**src/rtl/jtag_host_pkg.sv**
```systemverilog
// Shared definitions for the uP debug JTAG host: command codes,
// phase lengths, FSM encoding and per-slot TMS/TDI helpers.
package jtag_host_pkg;

    // Target command codes
    localparam logic [7:0] CMD_ADDR     = 8'h01;
    localparam logic [7:0] CMD_MEM_RD   = 8'h02;
    localparam logic [7:0] CMD_MEM_WR   = 8'h03;
    localparam logic [7:0] CMD_ACC_SCAN = 8'h04;
    localparam logic [7:0] CMD_ACC_SPI  = 8'h05;
    localparam logic [7:0] CMD_UNPAUSE  = 8'h06;
    localparam logic [7:0] CMD_PAUSE    = 8'h07;

    // Phase lengths in TCK pulses
    localparam int DATA_LEN = 19;
    localparam int CMD_LEN  = 11;

    // Index of the final slot of each phase
    localparam logic [4:0] DATA_LAST = 5'(DATA_LEN - 1);
    localparam logic [4:0] CMD_LAST  = 5'(CMD_LEN - 1);

    // Host FSM states
    typedef enum logic [2:0] {
        sIdle = 3'd0,
        sWph  = 3'd1,
        sCph  = 3'd2,
        sRph  = 3'd3,
        sRsp  = 3'd4
    } jtagStateT;

    // Request latched at accept
    typedef struct packed {
        logic [7:0]  cmd;
        logic [15:0] data;
        logic        wrData;
        logic        rdData;
    } jtagReqT;

    // {TMS,TDI} for a data-phase slot: 1,1,0 then 16 shift slots MSB first
    function automatic logic [1:0] dataSlot(input logic [4:0] idx,
                                            input logic [15:0] d);
        logic tmsV;
        logic tdiV;
        tmsV = (idx < 5'd2) || (idx == DATA_LAST);
        tdiV = (idx >= 5'd3) ? d[4'(DATA_LAST - idx)] : 1'b0;
        return {tmsV, tdiV};
    endfunction

    // {TMS,TDI} for a cmd-phase slot: 1,0 then 8 cmd slots, then exit
    function automatic logic [1:0] cmdSlot(input logic [4:0] idx,
                                           input logic [7:0] c);
        logic tmsV;
        logic tdiV;
        tmsV = (idx == 5'd0) || (idx == 5'd9);
        tdiV = (idx >= 5'd2 && idx <= 5'd9) ? c[3'(5'd9 - idx)] : 1'b0;
        return {tmsV, tdiV};
    endfunction

endpackage

```
**src/rtl/jtag_host_if.sv**
```systemverilog
// Request/response bundle between the debug bridge and the JTAG host.
// master = requester, slave = jtag_host.
interface jtag_host_if;

    logic        reqValid;
    logic        reqReady;
    logic [7:0]  reqCmd;
    logic [15:0] reqData;
    logic        reqWrData;
    logic        reqRdData;
    logic        rspValid;
    logic [15:0] rspData;
    logic [1:0]  rspStatus;
    logic        busy;

    modport master (
        output reqValid, reqCmd, reqData, reqWrData, reqRdData,
        input  reqReady, rspValid, rspData, rspStatus, busy
    );

    modport slave (
        input  reqValid, reqCmd, reqData, reqWrData, reqRdData,
        output reqReady, rspValid, rspData, rspStatus, busy
    );

endinterface

```
**src/rtl/jtag_tck_gen.sv**
```systemverilog
// TCK generator: TCK_DIV clocks low, TCK_DIV clocks high per pulse.
// Once high, TCK always completes its falling edge even if en drops.
module jtag_tck_gen #(
    parameter int TCK_DIV = 4
) (
    input  logic clk,
    input  logic rst,
    input  logic en,
    output logic tck,
    output logic rise,
    output logic fall
);

    localparam int CW = $clog2(TCK_DIV);

    logic [CW-1:0] cnt;
    logic          last;

    assign last = (cnt == CW'(TCK_DIV - 1));
    assign rise = en && !tck && last;
    assign fall = tck && last;

    // half-period counter and TCK level
    always_ff @(posedge clk or posedge rst) begin
        if (rst) begin
            cnt <= '0;
            tck <= 1'b0;
        end else if (en || tck) begin
            if (last) begin
                cnt <= '0;
                tck <= ~tck;
            end else begin
                cnt <= cnt + 1'b1;
            end
        end else begin
            cnt <= '0;
        end
    end

endmodule

```
**src/rtl/jtag_host.sv**
```systemverilog
// JTAG debug host: serialises one request into TCK/TMS/TDI phases.
// Define JTAG_HOST_STATUS_EN to capture {paused,booted} into rspStatus.
module jtag_host
    import jtag_host_pkg::*;
#(
    parameter int TCK_DIV = 4
) (
    input  logic       i_clk,
    input  logic       i_rst,
    jtag_host_if.slave bus,
    output logic       o_TCK,
    output logic       o_TMS,
    output logic       o_TDI,
    input  logic       i_TDO
);

    jtagStateT   state;
    jtagStateT   stateNext;
    logic [4:0]  bitCnt;
    logic [4:0]  bitNext;
    jtagReqT     req;
    logic        tmsQ;
    logic        tdiQ;
    logic        tmsNext;
    logic        tdiNext;
    logic [15:0] shiftQ;
    logic [15:0] rspDataQ;
    logic        tdoMeta;
    logic        tdoSync;
    logic        tckEn;
    logic        rise;
    logic        fall;
    logic        accept;
    logic        loadRsp;
    logic        inShift;

    assign accept = bus.reqValid && (state == sIdle);
    assign tckEn  = (state == sWph) || (state == sCph) || (state == sRph);
    assign inShift = ((state == sWph) || (state == sRph))
                     && (bitCnt >= 5'd3);

    jtag_tck_gen #(
        .TCK_DIV(TCK_DIV)
    ) uTck (
        .clk  (i_clk),
        .rst  (i_rst),
        .en   (tckEn),
        .tck  (o_TCK),
        .rise (rise),
        .fall (fall)
    );

    // next state, slot index and next-slot pin values
    always_comb begin
        stateNext = state;
        bitNext   = bitCnt;
        tmsNext   = tmsQ;
        tdiNext   = tdiQ;
        loadRsp   = 1'b0;
        unique case (state)
            sIdle: begin
                if (accept) begin
                    bitNext = '0;
                    if (bus.reqWrData) begin
                        stateNext = sWph;
                        {tmsNext, tdiNext} = dataSlot(5'd0, bus.reqData);
                    end else begin
                        stateNext = sCph;
                        {tmsNext, tdiNext} = cmdSlot(5'd0, bus.reqCmd);
                    end
                end
            end
            sWph: begin
                if (fall) begin
                    if (bitCnt == DATA_LAST) begin
                        stateNext = sCph;
                        bitNext   = '0;
                        {tmsNext, tdiNext} = cmdSlot(5'd0, req.cmd);
                    end else begin
                        bitNext = bitCnt + 5'd1;
                        {tmsNext, tdiNext} = dataSlot(bitNext, req.data);
                    end
                end
            end
            sCph: begin
                if (fall) begin
                    if (bitCnt == CMD_LAST) begin
                        bitNext = '0;
                        if (req.rdData) begin
                            stateNext = sRph;
                            {tmsNext, tdiNext} = dataSlot(5'd0, 16'h0000);
                        end else begin
                            stateNext = sRsp;
                            {tmsNext, tdiNext} = 2'b00;
                            loadRsp = 1'b1;
                        end
                    end else begin
                        bitNext = bitCnt + 5'd1;
                        {tmsNext, tdiNext} = cmdSlot(bitNext, req.cmd);
                    end
                end
            end
            sRph: begin
                if (fall) begin
                    if (bitCnt == DATA_LAST) begin
                        stateNext = sRsp;
                        bitNext   = '0;
                        {tmsNext, tdiNext} = 2'b00;
                        loadRsp = 1'b1;
                    end else begin
                        bitNext = bitCnt + 5'd1;
                        {tmsNext, tdiNext} = dataSlot(bitNext, 16'h0000);
                    end
                end
            end
            sRsp: begin
                stateNext = sIdle;
            end
            default: begin
                stateNext = sIdle;
            end
        endcase
    end

    // FSM state, slot counter and registered TMS/TDI pins
    always_ff @(posedge i_clk or posedge i_rst) begin
        if (i_rst) begin
            state  <= sIdle;
            bitCnt <= '0;
            tmsQ   <= 1'b0;
            tdiQ   <= 1'b0;
        end else begin
            state  <= stateNext;
            bitCnt <= bitNext;
            tmsQ   <= tmsNext;
            tdiQ   <= tdiNext;
        end
    end

    // latch the request so inputs may change once accepted
    always_ff @(posedge i_clk or posedge i_rst) begin
        if (i_rst) begin
            req <= '0;
        end else if (accept) begin
            req <= '{cmd:    bus.reqCmd,
                     data:   bus.reqData,
                     wrData: bus.reqWrData,
                     rdData: bus.reqRdData};
        end
    end

    // two-flop TDO synchroniser
    always_ff @(posedge i_clk or posedge i_rst) begin
        if (i_rst) begin
            tdoMeta <= 1'b0;
            tdoSync <= 1'b0;
        end else begin
            tdoMeta <= i_TDO;
            tdoSync <= tdoMeta;
        end
    end

    // TDO capture of data shift slots; last data phase wins
    always_ff @(posedge i_clk or posedge i_rst) begin
        if (i_rst) begin
            shiftQ <= '0;
        end else if (accept) begin
            shiftQ <= '0;
        end else if (rise && inShift) begin
            shiftQ <= {shiftQ[14:0], tdoSync};
        end
    end

    // response data, held until the next transaction ends
    always_ff @(posedge i_clk or posedge i_rst) begin
        if (i_rst) begin
            rspDataQ <= '0;
        end else if (loadRsp) begin
            rspDataQ <= shiftQ;
        end
    end

`ifdef JTAG_HOST_STATUS_EN
    logic [1:0] statusQ;

    // {paused,booted} arrive on the last two cmd shift edges
    always_ff @(posedge i_clk or posedge i_rst) begin
        if (i_rst) begin
            statusQ <= 2'b00;
        end else if (rise && (state == sCph)) begin
            if (bitCnt == 5'd8) begin
                statusQ[1] <= tdoSync;
            end
            if (bitCnt == 5'd9) begin
                statusQ[0] <= tdoSync;
            end
        end
    end

    assign bus.rspStatus = statusQ;
`else
    assign bus.rspStatus = 2'b00;
`endif

    assign bus.reqReady = (state == sIdle);
    assign bus.busy     = (state != sIdle);
    assign bus.rspValid = (state == sRsp);
    assign bus.rspData  = rspDataQ;
    assign o_TMS        = tmsQ;
    assign o_TDI        = tdiQ;

endmodule
```
**src/flat_wrapper.sv**
```systemverilog
// flat-port wrapper written by rule: the top's interface ports become plain ports
module jtag_host_flat import jtag_host_pkg::*;
#(
    parameter int TCK_DIV = 4
)
  (i_clk, i_rst, o_TCK, o_TMS, o_TDI, i_TDO, bus_reqValid, bus_reqCmd, bus_reqData, bus_reqWrData, bus_reqRdData, bus_reqReady, bus_rspValid, bus_rspData, bus_rspStatus, bus_busy);
  jtag_host_if bus_i ();
  input  logic i_clk;
  input  logic i_rst;
  output logic o_TCK;
  output logic o_TMS;
  output logic o_TDI;
  input  logic i_TDO;
  input wire logic [$bits(bus_i.reqValid)-1:0] bus_reqValid;
  input wire logic [$bits(bus_i.reqCmd)-1:0] bus_reqCmd;
  input wire logic [$bits(bus_i.reqData)-1:0] bus_reqData;
  input wire logic [$bits(bus_i.reqWrData)-1:0] bus_reqWrData;
  input wire logic [$bits(bus_i.reqRdData)-1:0] bus_reqRdData;
  output wire logic [$bits(bus_i.reqReady)-1:0] bus_reqReady;
  output wire logic [$bits(bus_i.rspValid)-1:0] bus_rspValid;
  output wire logic [$bits(bus_i.rspData)-1:0] bus_rspData;
  output wire logic [$bits(bus_i.rspStatus)-1:0] bus_rspStatus;
  output wire logic [$bits(bus_i.busy)-1:0] bus_busy;
  assign bus_i.reqValid = bus_reqValid;
  assign bus_i.reqCmd = bus_reqCmd;
  assign bus_i.reqData = bus_reqData;
  assign bus_i.reqWrData = bus_reqWrData;
  assign bus_i.reqRdData = bus_reqRdData;
  assign bus_reqReady = bus_i.reqReady;
  assign bus_rspValid = bus_i.rspValid;
  assign bus_rspData = bus_i.rspData;
  assign bus_rspStatus = bus_i.rspStatus;
  assign bus_busy = bus_i.busy;
  jtag_host #(.TCK_DIV(TCK_DIV)) u_core (.i_clk(i_clk), .i_rst(i_rst), .bus(bus_i), .o_TCK(o_TCK), .o_TMS(o_TMS), .o_TDI(o_TDI), .i_TDO(i_TDO));
endmodule
```
**config.mk**
```make
export PLATFORM = sky130hd
export DESIGN_NAME = jtag_host_flat
export DESIGN_NICKNAME = d
export VERILOG_FILES = /design/src/rtl/jtag_host_pkg.sv /design/src/rtl/jtag_host_if.sv /design/src/rtl/jtag_tck_gen.sv /design/src/rtl/jtag_host.sv /design/src/flat_wrapper.sv
export SDC_FILE = /design/constraint.sdc
export NUM_CORES = 1
export LEC_CHECK = 0
export CORE_ASPECT_RATIO = 0.6
export CORE_MARGIN = 3
export CORE_UTILIZATION = 40
export CTS_BUF_LIST = sky130_fd_sc_hd__clkbuf_4
export DETAILED_ROUTE_END_ITERATION = 6
export GPL_TIMING_DRIVEN = 1
export SLEW_MARGIN = 10
export SYNTH_ARGS = -nofsm -noshare
export SYNTH_HDL_FRONTEND = slang
export SYNTH_SLANG_ARGS = --single-unit
export TNS_END_PERCENT = 30
```
**constraint.sdc**
```tcl
create_clock -name i_clk -period 7.63 [get_ports i_clk]
set_clock_uncertainty 0.15 [all_clocks]
set_input_delay 0.763 -clock i_clk [delete_from_list [all_inputs] [get_ports i_clk]]
set_output_delay 0.763 -clock i_clk [all_outputs]
set_load 0.005 [all_outputs]
```
==> flow_summary.html, run 1 <==
<table>
<tr><th>Metric</th><th>Value</th></tr>
<tr><th colspan="2">Clock network</th></tr>
<tr><td>Total setup buffers inserted after CTS</td><td>0</td></tr>
<tr><td>H-tree levels</td><td>3</td></tr>
<tr><td>Buffer type at the clock tree root</td><td>sky130_fd_sc_hd__clkbuf_4</td></tr>
<tr><td>Sinks on Clock Net</td><td>72</td></tr>
<tr><td>Clock tree from TritonCTS</td><td>built</td></tr>
<tr><td>Worst-case clock buffer depth</td><td>2</td></tr>
<tr><td>CTS clk-pin slew, worst paths</td><td>0.12 ns</td></tr>
<tr><td>Clock network latency to the later pin of the worst-skew pair</td><td>0.41 ns</td></tr>
<tr><td>Post_cts resized</td><td>0</td></tr>
<tr><td>Number of hold buffers added after CTS</td><td>0</td></tr>
<tr><td>Clock buffer count from CTS</td><td>9</td></tr>
<tr><th colspan="2">Finish</th></tr>
<tr><td>Final antenna diode count</td><td>0</td></tr>
<tr><td>Sequential standard cell area</td><td>1800 µm²</td></tr>
<tr><td>Area Overhead vs Synth</td><td>20.1%</td></tr>
<tr><td>Layout cells sized above 1</td><td>13.8%</td></tr>
<tr><td>Area taken by multi-input logic gates</td><td>1600 µm²</td></tr>
<tr><td>Layout fillers</td><td>732</td></tr>
<tr><td>Net count of the finished layout</td><td>373</td></tr>
<tr><td>Design area</td><td>4250 µm²</td></tr>
<tr><th colspan="2">Routing</th></tr>
<tr><td>Total iterations of the first detailed-routing run</td><td>4</td></tr>
<tr><td>WL per Instance</td><td>15.9 µm</td></tr>
<tr><td>Detailed router's first-iteration violation count</td><td>184</td></tr>
<tr><td>Number of routed nets with antenna violations</td><td>0</td></tr>
<tr><td>Final WL</td><td>7140 µm</td></tr>
<tr><td>Via total after detailed routing</td><td>2312</td></tr>
<tr><td># DRC</td><td>0</td></tr>
<tr><td>Average vias per placed instance</td><td>5.16</td></tr>
<tr><th colspan="2">Global routing</th></tr>
<tr><td>Aggregate global routing overflow</td><td>0</td></tr>
<tr><td>First-pass GRT wire length</td><td>12400 µm</td></tr>
<tr><td>Maximum number of pins on one net before global-route repair</td><td>73</td></tr>
<tr><td>All-Layer GR Usage</td><td>15.7%</td></tr>
<tr><td>Vias in the first global route</td><td>2335</td></tr>
<tr><td>Antenna violations before repair</td><td>0</td></tr>
<tr><th colspan="2">Hold path</th></tr>
<tr><td>Destination of the worst hold path</td><td>u_core.tdoSync</td></tr>
<tr><td>Source of the worst hold timing path</td><td>u_core.tdoMeta</td></tr>
<tr><td>Worst min-delay path class</td><td>reg -&gt; reg</td></tr>
<tr><td>Hold Path Depth</td><td>0</td></tr>
<tr><th colspan="2">Place</th></tr>
<tr><td>Number of buffers inserted by port buffering</td><td>51</td></tr>
<tr><td>Placer Congestion</td><td>0.847</td></tr>
<tr><td>Instance area after placement</td><td>4090 µm²</td></tr>
<tr><td>Detailed-placement wirelength estimate</td><td>5070 µm</td></tr>
<tr><th colspan="2">Setup path</th></tr>
<tr><td>Setup slack, reg-to-reg</td><td>4.09 ns</td></tr>
<tr><td>Max Fanout on Critical Path</td><td>18</td></tr>
<tr><td>Critical path endpoint category</td><td>flip-flop</td></tr>
<tr><td>Beginning of the worst register-to-register path</td><td>u_core.bitCnt[0]</td></tr>
<tr><td>Reg2Reg Depth</td><td>9</td></tr>
<tr><td>Worst EP required</td><td>7.79 ns</td></tr>
<tr><td>Crit Reg-Reg Endpoint</td><td>u_core.o_TDI</td></tr>
<tr><td>Critical path startpoint category</td><td>flip-flop</td></tr>
<tr><td>Data arrival, critical path</td><td>3.70 ns</td></tr>
<tr><td>Path type of the worst setup path</td><td>reg -&gt; reg</td></tr>
<tr><th colspan="2">Pwr</th></tr>
<tr><td>Leak Pwr</td><td>1.87 nW</td></tr>
<tr><td>Maximum vdd ir drop</td><td>0.119 mV</td></tr>
<tr><td>Total Power</td><td>1.23 mW</td></tr>
<tr><td>Pwr dens</td><td>289 nW/µm²</td></tr>
<tr><th colspan="2">Yosys</th></tr>
<tr><td>Share of async-settable or async-resettable flops after synthesis</td><td>100%</td></tr>
<tr><td>Area leader, netlist</td><td>sky130_fd_sc_hd__dfrtp_1</td></tr>
<tr><td>Number of unique standard cell types used by synthesis</td><td>50</td></tr>
<tr><td>Post-synth top flop</td><td>sky130_fd_sc_hd__dfrtp_1</td></tr>
<tr><td>Post-Syn Area per Cell</td><td>12.3 µm²</td></tr>
<tr><td>Most numerous cell in the Yosys netlist</td><td>sky130_fd_sc_hd__dfrtp_1</td></tr>
<tr><td>Most numerous cell types in the synthesized netlist</td><td>sky130_fd_sc_hd__dfrtp_1, sky130_fd_sc_hd__nor2_1, sky130_fd_sc_hd__mux2_1</td></tr>
<tr><td>Count of flip-flops with a built-in enable after synthesis</td><td>0</td></tr>
<tr><td>Share of the synthesized area in the top cell type</td><td>50.9%</td></tr>
<tr><td>Biggest area contributors in the synthesized netlist</td><td>sky130_fd_sc_hd__dfrtp_1, sky130_fd_sc_hd__mux2_1, sky130_fd_sc_hd__mux2i_1</td></tr>
<tr><td>Sequential cell area fraction in the yosys report</td><td>50.9%</td></tr>
<tr><td>Synthesized instance count</td><td>288</td></tr>
<tr><td>Syn. warnings</td><td>0</td></tr>
<tr><td>Summed instance area of the synthesized netlist</td><td>3540 µm²</td></tr>
<tr><td>Synthesized flop and latch total</td><td>72</td></tr>
<tr><th colspan="2">Timing</th></tr>
<tr><td>Final Setup Violations</td><td>0</td></tr>
<tr><td>Worst max-slew margin expressed relative to the limit</td><td>40.1%</td></tr>
<tr><td>Portion of the clock cycle consumed by the worst path in the final layout</td><td>46.4%</td></tr>
<tr><td>Unrepaired setup endpoints after global routing</td><td>no</td></tr>
<tr><td>Final TNS setup</td><td>0 ns</td></tr>
<tr><td>Achievable clock frequency</td><td>0.282 GHz</td></tr>
<tr><td>Final Hold Violating Endpoints</td><td>0</td></tr>
<tr><td>Pin slew with the least headroom to its limit</td><td>0.898 ns</td></tr>
<tr><td>Time the worst path needs with I/O delays and setup</td><td>3.54 ns</td></tr>
<tr><td>Slew Viols, Final</td><td>0</td></tr>
<tr><th colspan="2">Floorplanning</th></tr>
<tr><td>Die height</td><td>78.9 µm</td></tr>
<tr><td>Initial cell density of the core</td><td>43.0%</td></tr>
<tr><td>Boundary Pins</td><td>54</td></tr>
<tr><td>Full die area</td><td>10100 µm²</td></tr>
<tr><td>Total core area</td><td>8230 µm²</td></tr>
<tr><td>Die Wd</td><td>127 µm</td></tr>
<tr><td>Number of rows created at floorplan</td><td>25</td></tr>
<tr><th colspan="2">Run status</th></tr>
<tr><td>Result of the run</td><td>finished clean</td></tr>
<tr><th colspan="2">Job</th></tr>
<tr><td>Number of violations of the max-capacitance limit</td><td>0</td></tr>
</table>
==> cells by family after synthesis <==
| family | Yosys count | synth area share [%] |
|---|---|---|
| mux | 68 | 23.2 |
| flops | 72 | 50.9 |
| simple gates | 71 | 10.2 |
| fa+ha+maj | 8 | 2.83 |
| other cells | 1 | 0.106 |
| buf+inv | 27 | 4.14 |
| xor+xnor | 5 | 1.24 |
| compound gates | 36 | 7.39 |
==> stage by stage <==
step	hold WS [ns]	util, %	cells	worst slack, ns
2_1_floorplan	0.181	-	289	4.59
3_3_place_gp	0.184	49.7	432	4.15
3_5_place_dp	0.186	49.7	432	4.09
4_1_cts	0.216	51.7	448	4.08
5_1_grt	0.236	51.7	448	3.78
6_report	0.212	51.7	448	4.09
==> cell type report <==
cell class	instances	area share (%)
repair buffers	53	12.4
well taps	108	3.18
flip-flops and latches	72	42.4
inverters	9	0.795
clock inverters	6	1.97
clock buffers	10	1.77
multi-input cells	190	37.6
==> critical path: stages (launching register included) <==
cell and delay [ns]:
sky130_fd_sc_hd__dfrtp_1 0.78, sky130_fd_sc_hd__ha_1 0.47, sky130_fd_sc_hd__xor2_1 0.32, sky130_fd_sc_hd__inv_1 0.11, sky130_fd_sc_hd__ha_1 0.26, sky130_fd_sc_hd__mux2_2 0.28, sky130_fd_sc_hd__a311oi_2 0.29, sky130_fd_sc_hd__xnor2_1 0.16
sky130_fd_sc_hd__mux4_2 0.33, sky130_fd_sc_hd__a211o_1 0.30
==> cells in the final DEF, fill, tap and decap left out, drive strengths merged, types with 7 or more instances in the layout <==
master / Yosys / routed
nand2: 12 / 12
ha: 8 / 8
mux2i: 19 / 19
clkbuf: 3 / 10
clkdlybuf4s50: 0 / 51
mux2: 42 / 42
dfrtp: 72 / 72
inv: 9 / 9
nor2: 29 / 29
o21ai: 8 / 8
mux4: 7 / 7
==> registers in the layout, indices dropped and copies added (netlist names) <==
| register | count |
|---|---|
| u_core.bitCnt | 5 |
| u_core.bus.rspData | 16 |
| u_core.o_TDI | 1 |
| u_core.o_TMS | 1 |
| u_core.req | 25 |
| u_core.shiftQ | 16 |
| u_core.state | 3 |
| u_core.tdoMeta | 1 |
| u_core.tdoSync | 1 |
| u_core.uTck.cnt | 2 |
| u_core.uTck.tck | 1 |
==> power by group <==
part,switching (mW),leakage (nW),internal [mW]
logic,0.176,0.851,0.229
registers,0.0881,0.934,0.470
clock network,0.133,0.0817,0.135
total,0.396,1.87,0.834
==> how the worst max path moves through the flow <==
stage,start,to,slack [ns],cells past startpoint
2_1_floorplan,u_core.bitCnt[0],u_core.o_TDI,4.59,11
3_3_place_gp,u_core.bitCnt[0],u_core.o_TDI,4.15,9
3_5_place_dp,u_core.bitCnt[0],u_core.o_TDI,4.09,9
4_1_cts,u_core.bitCnt[0],u_core.o_TDI,4.08,9
5_1_grt,u_core.bitCnt[0],u_core.o_TDI,3.78,9
6_report,u_core.bitCnt[0],u_core.o_TDI,4.09,9
==> routing by layer <==
metal | vias up | wire length (µm) | track usage [%]
li1 | 1115 | - | -
met1 | 1133 | 3940 | 24.6
met2 | 59 | 2760 | 20.3
met3 | 5 | 374 | 5.24
met4 | 0 | 61 | 4.18
met5 | - | 0 | 0
(Power assumes the default switching activity.)
==> run 2, diff against run 1 <==
Clock period 7.63 ns to 3.4 ns, I/O delays scaled along.
==> run 2 against run 1 <==
  * Combinational power is 140% higher
  * Largest cell class unchanged
  * Die area stayed put
  * Critical path type unchanged
  * Critical path depth unchanged
  * Maximum frequency up 18%
  * Register-to-register slack got worse by 3.7 ns
  * Largest power group unchanged
  * First-iteration DRC count shrank 15%
  * Non-clock buffer count grew 9
  * Count of clock-buffer cells in the layout is 1 higher
==> flow_summary.html, run 2 (synthesis gave the netlist of run 1 again) <==
<table>
<tr><th>Metric</th><th>Value</th></tr>
<tr><th colspan="2">Run status</th></tr>
<tr><td>Result of the run</td><td>finished clean</td></tr>
<tr><th colspan="2">Setup path</th></tr>
<tr><td>Path type of the worst setup path</td><td>reg -&gt; reg</td></tr>
<tr><td>Setup slack, reg-to-reg</td><td>0.41 ns</td></tr>
<tr><td>Max Fanout on Critical Path</td><td>9</td></tr>
<tr><td>Worst EP required</td><td>3.56 ns</td></tr>
<tr><td>Data arrival, critical path</td><td>3.16 ns</td></tr>
<tr><td>Critical path startpoint category</td><td>flip-flop</td></tr>
<tr><td>Critical path endpoint category</td><td>flip-flop</td></tr>
<tr><th colspan="2">Clock network</th></tr>
<tr><td>Worst-case clock buffer depth</td><td>2</td></tr>
<tr><td>Clock buffer count from CTS</td><td>9</td></tr>
<tr><td>Buffer type at the clock tree root</td><td>sky130_fd_sc_hd__clkbuf_4</td></tr>
<tr><td>Number of hold buffers added after CTS</td><td>0</td></tr>
<tr><td>Total setup buffers inserted after CTS</td><td>0</td></tr>
<tr><td>Sinks on Clock Net</td><td>72</td></tr>
<tr><td>Clock tree from TritonCTS</td><td>built</td></tr>
<tr><td>H-tree levels</td><td>3</td></tr>
<tr><td>CTS clk-pin slew, worst paths</td><td>0.12 ns</td></tr>
<tr><td>Post_cts resized</td><td>0</td></tr>
<tr><td>Clock network latency to the later pin of the worst-skew pair</td><td>0.42 ns</td></tr>
<tr><th colspan="2">Finish</th></tr>
<tr><td>Net count of the finished layout</td><td>382</td></tr>
<tr><td>Area taken by multi-input logic gates</td><td>1600 µm²</td></tr>
<tr><td>Number of flip-flops under the largest register name</td><td>25</td></tr>
<tr><td>Area Overhead vs Synth</td><td>20.8%</td></tr>
<tr><td>Post-layout instance count excluding filler cells</td><td>457</td></tr>
<tr><td>Largest Register</td><td>u_core.req</td></tr>
<tr><td>Layout fillers</td><td>736</td></tr>
<tr><td>Highest-count cells in the layout ignoring fill and taps</td><td>sky130_fd_sc_hd__dfrtp_1, sky130_fd_sc_hd__clkdlybuf4s50_1, sky130_fd_sc_hd__nor2_1, sky130_fd_sc_hd__mux2_1, sky130_fd_sc_hd__mux2i_1</td></tr>
<tr><td>Sequential standard cell area</td><td>1800 µm²</td></tr>
<tr><td>Final antenna diode count</td><td>0</td></tr>
<tr><td>Final core utilization</td><td>52.0%</td></tr>
<tr><td>Design area</td><td>4280 µm²</td></tr>
<tr><td>Layout cells sized above 1</td><td>16.3%</td></tr>
<tr><td>Most common cell after layout, fill and taps aside</td><td>sky130_fd_sc_hd__dfrtp_1</td></tr>
<tr><th colspan="2">Pwr</th></tr>
<tr><td>Total Power</td><td>2.65 mW</td></tr>
<tr><td>Maximum vdd ir drop</td><td>0.243 mV</td></tr>
<tr><td>Leak Pwr</td><td>1.90 nW</td></tr>
<tr><td>Pwr dens</td><td>620 nW/µm²</td></tr>
<tr><th colspan="2">Place</th></tr>
<tr><td>Placer Congestion</td><td>0.886</td></tr>
<tr><td>Worst setup timing slack at the placement stage</td><td>0.404 ns</td></tr>
<tr><td>Detailed-placement wirelength estimate</td><td>5420 µm</td></tr>
<tr><td>Number of buffers inserted by port buffering</td><td>51</td></tr>
<tr><td>Number of placed instances with taps included</td><td>441</td></tr>
<tr><td>Instance area after placement</td><td>4160 µm²</td></tr>
<tr><th colspan="2">Routing</th></tr>
<tr><td>Total iterations of the first detailed-routing run</td><td>4</td></tr>
<tr><td>Number of routed nets with antenna violations</td><td>0</td></tr>
<tr><td>Detailed router's first-iteration violation count</td><td>156</td></tr>
<tr><td>Average vias per placed instance</td><td>5.20</td></tr>
<tr><td>WL per Instance</td><td>15.7 µm</td></tr>
<tr><td>Final WL</td><td>7200 µm</td></tr>
<tr><td>Via total after detailed routing</td><td>2375</td></tr>
<tr><td># DRC</td><td>0</td></tr>
<tr><th colspan="2">Global routing</th></tr>
<tr><td>Aggregate global routing overflow</td><td>0</td></tr>
<tr><td>Met1 capacity usage during global routing</td><td>24.0%</td></tr>
<tr><td>Antenna violations before repair</td><td>0</td></tr>
<tr><td>Met3 Track Usage GR</td><td>5.04%</td></tr>
<tr><td>All-Layer GR Usage</td><td>15.8%</td></tr>
<tr><td>Highest-utilization routing layer at the global route stage</td><td>met1</td></tr>
<tr><td>Vias in the first global route</td><td>2369</td></tr>
<tr><td>Maximum number of pins on one net before global-route repair</td><td>32</td></tr>
<tr><td>Global-route track usage on met2</td><td>21.3%</td></tr>
<tr><td>First-pass GRT wire length</td><td>12400 µm</td></tr>
<tr><th colspan="2">Timing</th></tr>
<tr><td>Pin slew with the least headroom to its limit</td><td>0.695 ns</td></tr>
<tr><td>Worst max-slew margin expressed relative to the limit</td><td>53.7%</td></tr>
<tr><td>Time the worst path needs with I/O delays and setup</td><td>2.99 ns</td></tr>
<tr><td>Slew Viols, Final</td><td>0</td></tr>
<tr><td>Achievable clock frequency</td><td>0.334 GHz</td></tr>
<tr><td>Portion of the clock cycle consumed by the worst path in the final layout</td><td>88.1%</td></tr>
<tr><td>Final Hold Violating Endpoints</td><td>0</td></tr>
<tr><td>Worst hold margin</td><td>0.174 ns</td></tr>
<tr><td>Final TNS setup</td><td>0 ns</td></tr>
<tr><td>Unrepaired setup endpoints after global routing</td><td>no</td></tr>
<tr><td>Final Setup Violations</td><td>0</td></tr>
<tr><td>Final worst slack</td><td>0.406 ns</td></tr>
<tr><th colspan="2">Floorplanning</th></tr>
<tr><td>Full die area</td><td>10100 µm²</td></tr>
<tr><td>Number of rows created at floorplan</td><td>25</td></tr>
<tr><td>Die height</td><td>78.9 µm</td></tr>
<tr><td>Die Wd</td><td>127 µm</td></tr>
<tr><td>Total core area</td><td>8230 µm²</td></tr>
<tr><td>Initial cell density of the core</td><td>43.0%</td></tr>
<tr><td>Boundary Pins</td><td>54</td></tr>
<tr><th colspan="2">Hold path</th></tr>
<tr><td>Worst min-delay path class</td><td>in -&gt; async</td></tr>
<tr><th colspan="2">Job</th></tr>
<tr><td>Number of violations of the max-capacitance limit</td><td>0</td></tr>
</table>
==> run 2: changes by cell type in the layout (fill, tap and decap cells not counted), sizes merged <==
cell and delta:
bufinv -2, buf +9, clkbuf +1, clkinv +1
==> run 2: final timing paths <==
path,cells past startpoint,endpoint,start
worst max-delay path,9,u_core.o_TDI,u_core.bitCnt[1]
worst min-delay path,2,u_core.shiftQ[5],i_rst
worst max register to register,9,u_core.o_TDI,u_core.bitCnt[1]
worst min register to register,0,u_core.tdoSync,u_core.tdoMeta
max in group asynchronous,3,u_core.req[5],i_rst
min in group i_clk,1,u_core.tdoMeta,i_TDO
==> run 2: routing by layer <==
| layer | share of wire (%) | up-vias |
|---|---|---|
| li1 | - | 1130 |
| met1 | 52 | 1166 |
| met2 | 41 | 75 |
| met3 | 6.4 | 4 |
| met4 | 0.50 | 0 |
| met5 | 0 | - |
==> run 2: report_power, final <==
part           switching (mW)  internal (mW)
sequential              0.162           1.06
combinational           0.426          0.540
clock                   0.301          0.166
total                   0.889           1.76
==> run 2: area by class of cell <==
class / count / area share (%)
clock buffers: 11 / 1.93
clock inverters: 5 / 0.790
inverters: 9 / 0.790
multi-input cells: 190 / 37.3
flip-flops and latches: 72 / 42.1
well taps: 108 / 3.16
repair buffers: 62 / 13.9
==> run 2: critical path: stages (launching register included) <==
cell	delay, ns
sky130_fd_sc_hd__dfrtp_1	0.53
sky130_fd_sc_hd__inv_1	0.13
sky130_fd_sc_hd__ha_1	0.32
sky130_fd_sc_hd__inv_1	0.14
sky130_fd_sc_hd__ha_1	0.24
sky130_fd_sc_hd__mux2_2	0.35
sky130_fd_sc_hd__a311oi_2	0.28
sky130_fd_sc_hd__xnor2_1	0.15
sky130_fd_sc_hd__mux4_2	0.31
sky130_fd_sc_hd__a211o_1	0.29
==> run 3, diff against run 2 <==
Settings changed: CORE_MARGIN 3 to 4, CTS_BUF_LIST sky130_fd_sc_hd__clkbuf_4 to sky130_fd_sc_hd__clkbuf_8.
Clock period 3.4 ns to 3.53 ns, I/O delays scaled along.
==> run 3 against run 2 <==
  * Worst hold slack improved by 0.046 ns
  * Register-to-register slack got worse by 0.14 ns
  * Non-clock buffer count decreased by 6
  * Global-route usage decreased by 0.12 points
  * Wire length increased by 3.4%
  * Maximum frequency decreased by 8.3%
  * Worst setup slack got worse by 0.14 ns
  * Combinational power decreased by 3.8%
  * Final cell count decreased by 0.66%
  * Count of clock-buffer cells in the layout decreased by 1
  * Sequential cell count unchanged
  * Die area increased by 4.1%
  * Largest power group unchanged
==> flow_summary.html, run 3 (synthesis gave the netlist of run 1 again) <==
<table>
<tr><th>Metric</th><th>Value</th></tr>
<tr><th colspan="2">Setup path</th></tr>
<tr><td>Data arrival, critical path</td><td>3.35 ns</td></tr>
<tr><td>Beginning of the worst register-to-register path</td><td>u_core.bitCnt[1]</td></tr>
<tr><td>Crit Reg-Reg Endpoint</td><td>u_core.o_TDI</td></tr>
<tr><td>Reg2Reg Depth</td><td>9</td></tr>
<tr><td>Max Fanout on Critical Path</td><td>9</td></tr>
<tr><td>Worst EP required</td><td>3.61 ns</td></tr>
<tr><td>Critical path startpoint category</td><td>flip-flop</td></tr>
<tr><td>Critical path endpoint category</td><td>flip-flop</td></tr>
<tr><td>Setup slack, reg-to-reg</td><td>0.27 ns</td></tr>
<tr><td>Path type of the worst setup path</td><td>reg -&gt; reg</td></tr>
<tr><th colspan="2">Finish</th></tr>
<tr><td>Layout fillers</td><td>773</td></tr>
<tr><td>Largest Register</td><td>u_core.req</td></tr>
<tr><td>Layout cells sized above 1</td><td>14.0%</td></tr>
<tr><td>Final core utilization</td><td>50.1%</td></tr>
<tr><td>Net count of the finished layout</td><td>376</td></tr>
<tr><td>Area taken by multi-input logic gates</td><td>1600 µm²</td></tr>
<tr><td>Sequential standard cell area</td><td>1800 µm²</td></tr>
<tr><td>Most common cell after layout, fill and taps aside</td><td>sky130_fd_sc_hd__dfrtp_1</td></tr>
<tr><td>Area Overhead vs Synth</td><td>21.0%</td></tr>
<tr><td>Highest-count cells in the layout ignoring fill and taps</td><td>sky130_fd_sc_hd__dfrtp_1, sky130_fd_sc_hd__clkdlybuf4s50_1, sky130_fd_sc_hd__nor2_1, sky130_fd_sc_hd__mux2_1, sky130_fd_sc_hd__mux2i_1</td></tr>
<tr><td>Design area</td><td>4280 µm²</td></tr>
<tr><td>Number of flip-flops under the largest register name</td><td>25</td></tr>
<tr><td>Final antenna diode count</td><td>0</td></tr>
<tr><th colspan="2">Floorplanning</th></tr>
<tr><td>Number of rows created at floorplan</td><td>26</td></tr>
<tr><td>Boundary Pins</td><td>54</td></tr>
<tr><td>Full die area</td><td>10500 µm²</td></tr>
<tr><td>Die height</td><td>80.9 µm</td></tr>
<tr><td>Total core area</td><td>8560 µm²</td></tr>
<tr><td>Initial cell density of the core</td><td>41.4%</td></tr>
<tr><td>Die Wd</td><td>129 µm</td></tr>
<tr><th colspan="2">Global routing</th></tr>
<tr><td>First-pass GRT wire length</td><td>12400 µm</td></tr>
<tr><td>Antenna violations before repair</td><td>0</td></tr>
<tr><td>Vias in the first global route</td><td>2333</td></tr>
<tr><td>All-Layer GR Usage</td><td>15.7%</td></tr>
<tr><td>Maximum number of pins on one net before global-route repair</td><td>43</td></tr>
<tr><td>Aggregate global routing overflow</td><td>0</td></tr>
<tr><th colspan="2">Routing</th></tr>
<tr><td>Total iterations of the first detailed-routing run</td><td>4</td></tr>
<tr><td>WL per Instance</td><td>16.4 µm</td></tr>
<tr><td>Number of routed nets with antenna violations</td><td>0</td></tr>
<tr><td>Via total after detailed routing</td><td>2349</td></tr>
<tr><td>Final WL</td><td>7440 µm</td></tr>
<tr><td>Detailed router's first-iteration violation count</td><td>151</td></tr>
<tr><td>Average vias per placed instance</td><td>5.17</td></tr>
<tr><td># DRC</td><td>0</td></tr>
<tr><th colspan="2">Timing</th></tr>
<tr><td>Unrepaired setup endpoints after global routing</td><td>no</td></tr>
<tr><td>Worst hold margin</td><td>0.220 ns</td></tr>
<tr><td>Pin slew with the least headroom to its limit</td><td>0.832 ns</td></tr>
<tr><td>Portion of the clock cycle consumed by the worst path in the final layout</td><td>92.5%</td></tr>
<tr><td>Time the worst path needs with I/O delays and setup</td><td>3.26 ns</td></tr>
<tr><td>Achievable clock frequency</td><td>0.306 GHz</td></tr>
<tr><td>Slew Viols, Final</td><td>0</td></tr>
<tr><td>Final Hold Violating Endpoints</td><td>0</td></tr>
<tr><td>Final TNS setup</td><td>0 ns</td></tr>
<tr><td>Worst max-slew margin expressed relative to the limit</td><td>44.4%</td></tr>
<tr><td>Final Setup Violations</td><td>0</td></tr>
<tr><th colspan="2">Hold path</th></tr>
<tr><td>Worst min-delay path class</td><td>reg -&gt; reg</td></tr>
<tr><td>Source of the worst hold timing path</td><td>u_core.tdoMeta</td></tr>
<tr><td>Destination of the worst hold path</td><td>u_core.tdoSync</td></tr>
<tr><td>Hold Path Depth</td><td>0</td></tr>
<tr><th colspan="2">Pwr</th></tr>
<tr><td>Switching portion of total power</td><td>32.9%</td></tr>
<tr><td>Comb pwr share</td><td>34.8%</td></tr>
<tr><td>Maximum vdd ir drop</td><td>0.343 mV</td></tr>
<tr><td>Seq pwr share</td><td>44.3%</td></tr>
<tr><td>Cell-internal power</td><td>1.79 mW</td></tr>
<tr><td>Leak Pwr</td><td>1.89 nW</td></tr>
<tr><td>Switching power of the nets</td><td>0.876 mW</td></tr>
<tr><td>Pwr dens</td><td>623 nW/µm²</td></tr>
<tr><td>Clock share of power</td><td>20.9%</td></tr>
<tr><td>Total Power</td><td>2.67 mW</td></tr>
<tr><th colspan="2">Clock network</th></tr>
<tr><td>CTS clk-pin slew, worst paths</td><td>0.08 ns</td></tr>
<tr><td>Total setup buffers inserted after CTS</td><td>0</td></tr>
<tr><td>H-tree levels</td><td>3</td></tr>
<tr><td>Clock buffer count from CTS</td><td>9</td></tr>
<tr><td>Number of hold buffers added after CTS</td><td>0</td></tr>
<tr><td>Buffer type at the clock tree root</td><td>sky130_fd_sc_hd__clkbuf_8</td></tr>
<tr><td>Post_cts resized</td><td>0</td></tr>
<tr><td>Sinks on Clock Net</td><td>72</td></tr>
<tr><td>Clock tree from TritonCTS</td><td>built</td></tr>
<tr><td>Worst-case clock buffer depth</td><td>2</td></tr>
<tr><td>Clock network latency to the later pin of the worst-skew pair</td><td>0.34 ns</td></tr>
<tr><th colspan="2">Place</th></tr>
<tr><td>Instance area after placement</td><td>4120 µm²</td></tr>
<tr><td>Placer Congestion</td><td>0.862</td></tr>
<tr><td>Detailed-placement wirelength estimate</td><td>5490 µm</td></tr>
<tr><td>Number of buffers inserted by port buffering</td><td>51</td></tr>
<tr><th colspan="2">Job</th></tr>
<tr><td>Number of violations of the max-capacitance limit</td><td>0</td></tr>
<tr><th colspan="2">Run status</th></tr>
<tr><td>Result of the run</td><td>finished clean</td></tr>
</table>
==> run 3: changes by cell type in the layout (fill, tap and decap cells not counted), sizes merged <==
cell	previous run	this run
clkinv	4	3
clkinvlp	1	0
inv	9	11
clkbuf	11	10
buf	11	5
==> run 3: how the worst max path moves through the flow <==
stage                                start           end  slack (ns)  cells after the start
final                     u_core.bitCnt[1]  u_core.o_TDI        0.27                      9
after global routing      u_core.bitCnt[1]  u_core.o_TDI        0.07                      9
after CTS                 u_core.bitCnt[1]  u_core.o_TDI        0.26                      9
after detailed placement  u_core.bitCnt[1]  u_core.o_TDI        0.28                      9
after global placement    u_core.bitCnt[1]  u_core.o_TDI        0.41                      9
after floorplan           u_core.bitCnt[0]  u_core.o_TDI        0.49                     11
==> run 3: power groups by stage <==
stage	combinational (mW)	sequential (mW)	clock, mW
6_report	0.929	1.18	0.556
5_1_grt	1.03	1.21	0.623
4_1_cts	0.938	1.18	0.582
3_5_place_dp	0.935	1.19	0
3_3_place_gp	0.915	1.19	0
2_1_floorplan	0.738	1.11	0
==> run 3: critical path: stages (launching register included) <==
cell	delay, ns
sky130_fd_sc_hd__dfrtp_1	0.53
sky130_fd_sc_hd__ha_1	0.41
sky130_fd_sc_hd__xor2_1	0.33
sky130_fd_sc_hd__inv_1	0.12
sky130_fd_sc_hd__ha_1	0.26
sky130_fd_sc_hd__mux2_2	0.29
sky130_fd_sc_hd__a311oi_2	0.30
sky130_fd_sc_hd__xnor2_1	0.17
sky130_fd_sc_hd__mux4_2	0.31
sky130_fd_sc_hd__a211o_1	0.29
==> run 3: area by class of cell <==
class / count / area share, %
multi-input combinational: 190 / 37.2
clock inverter: 5 / 0.613
timing repair buffer: 56 / 12.8
sequential: 72 / 42.1
inverter: 9 / 0.789
clock buffer: 10 / 3.21
tap: 112 / 3.27
==> run 3: stage by stage <==
step | instances | setup slack [ns]
2_1_floorplan | 289 | 0.493
5_1_grt | 454 | 0.0743
4_1_cts | 454 | 0.262
3_5_place_dp | 439 | 0.280
6_report | 454 | 0.266
3_3_place_gp | 439 | 0.408
==> run 3: routing by layer <==
| metal | vias to the layer above | global-route usage [%] | share of wire [%] |
|---|---|---|---|
| met2 | 62 | 19.7 | 39 |
| li1 | 1125 | - | - |
| met3 | 4 | 6.70 | 4.8 |
| met5 | - | 0 | 0 |
| met1 | 1158 | 24.8 | 55 |
| met4 | 0 | 2.49 | 0.65 |
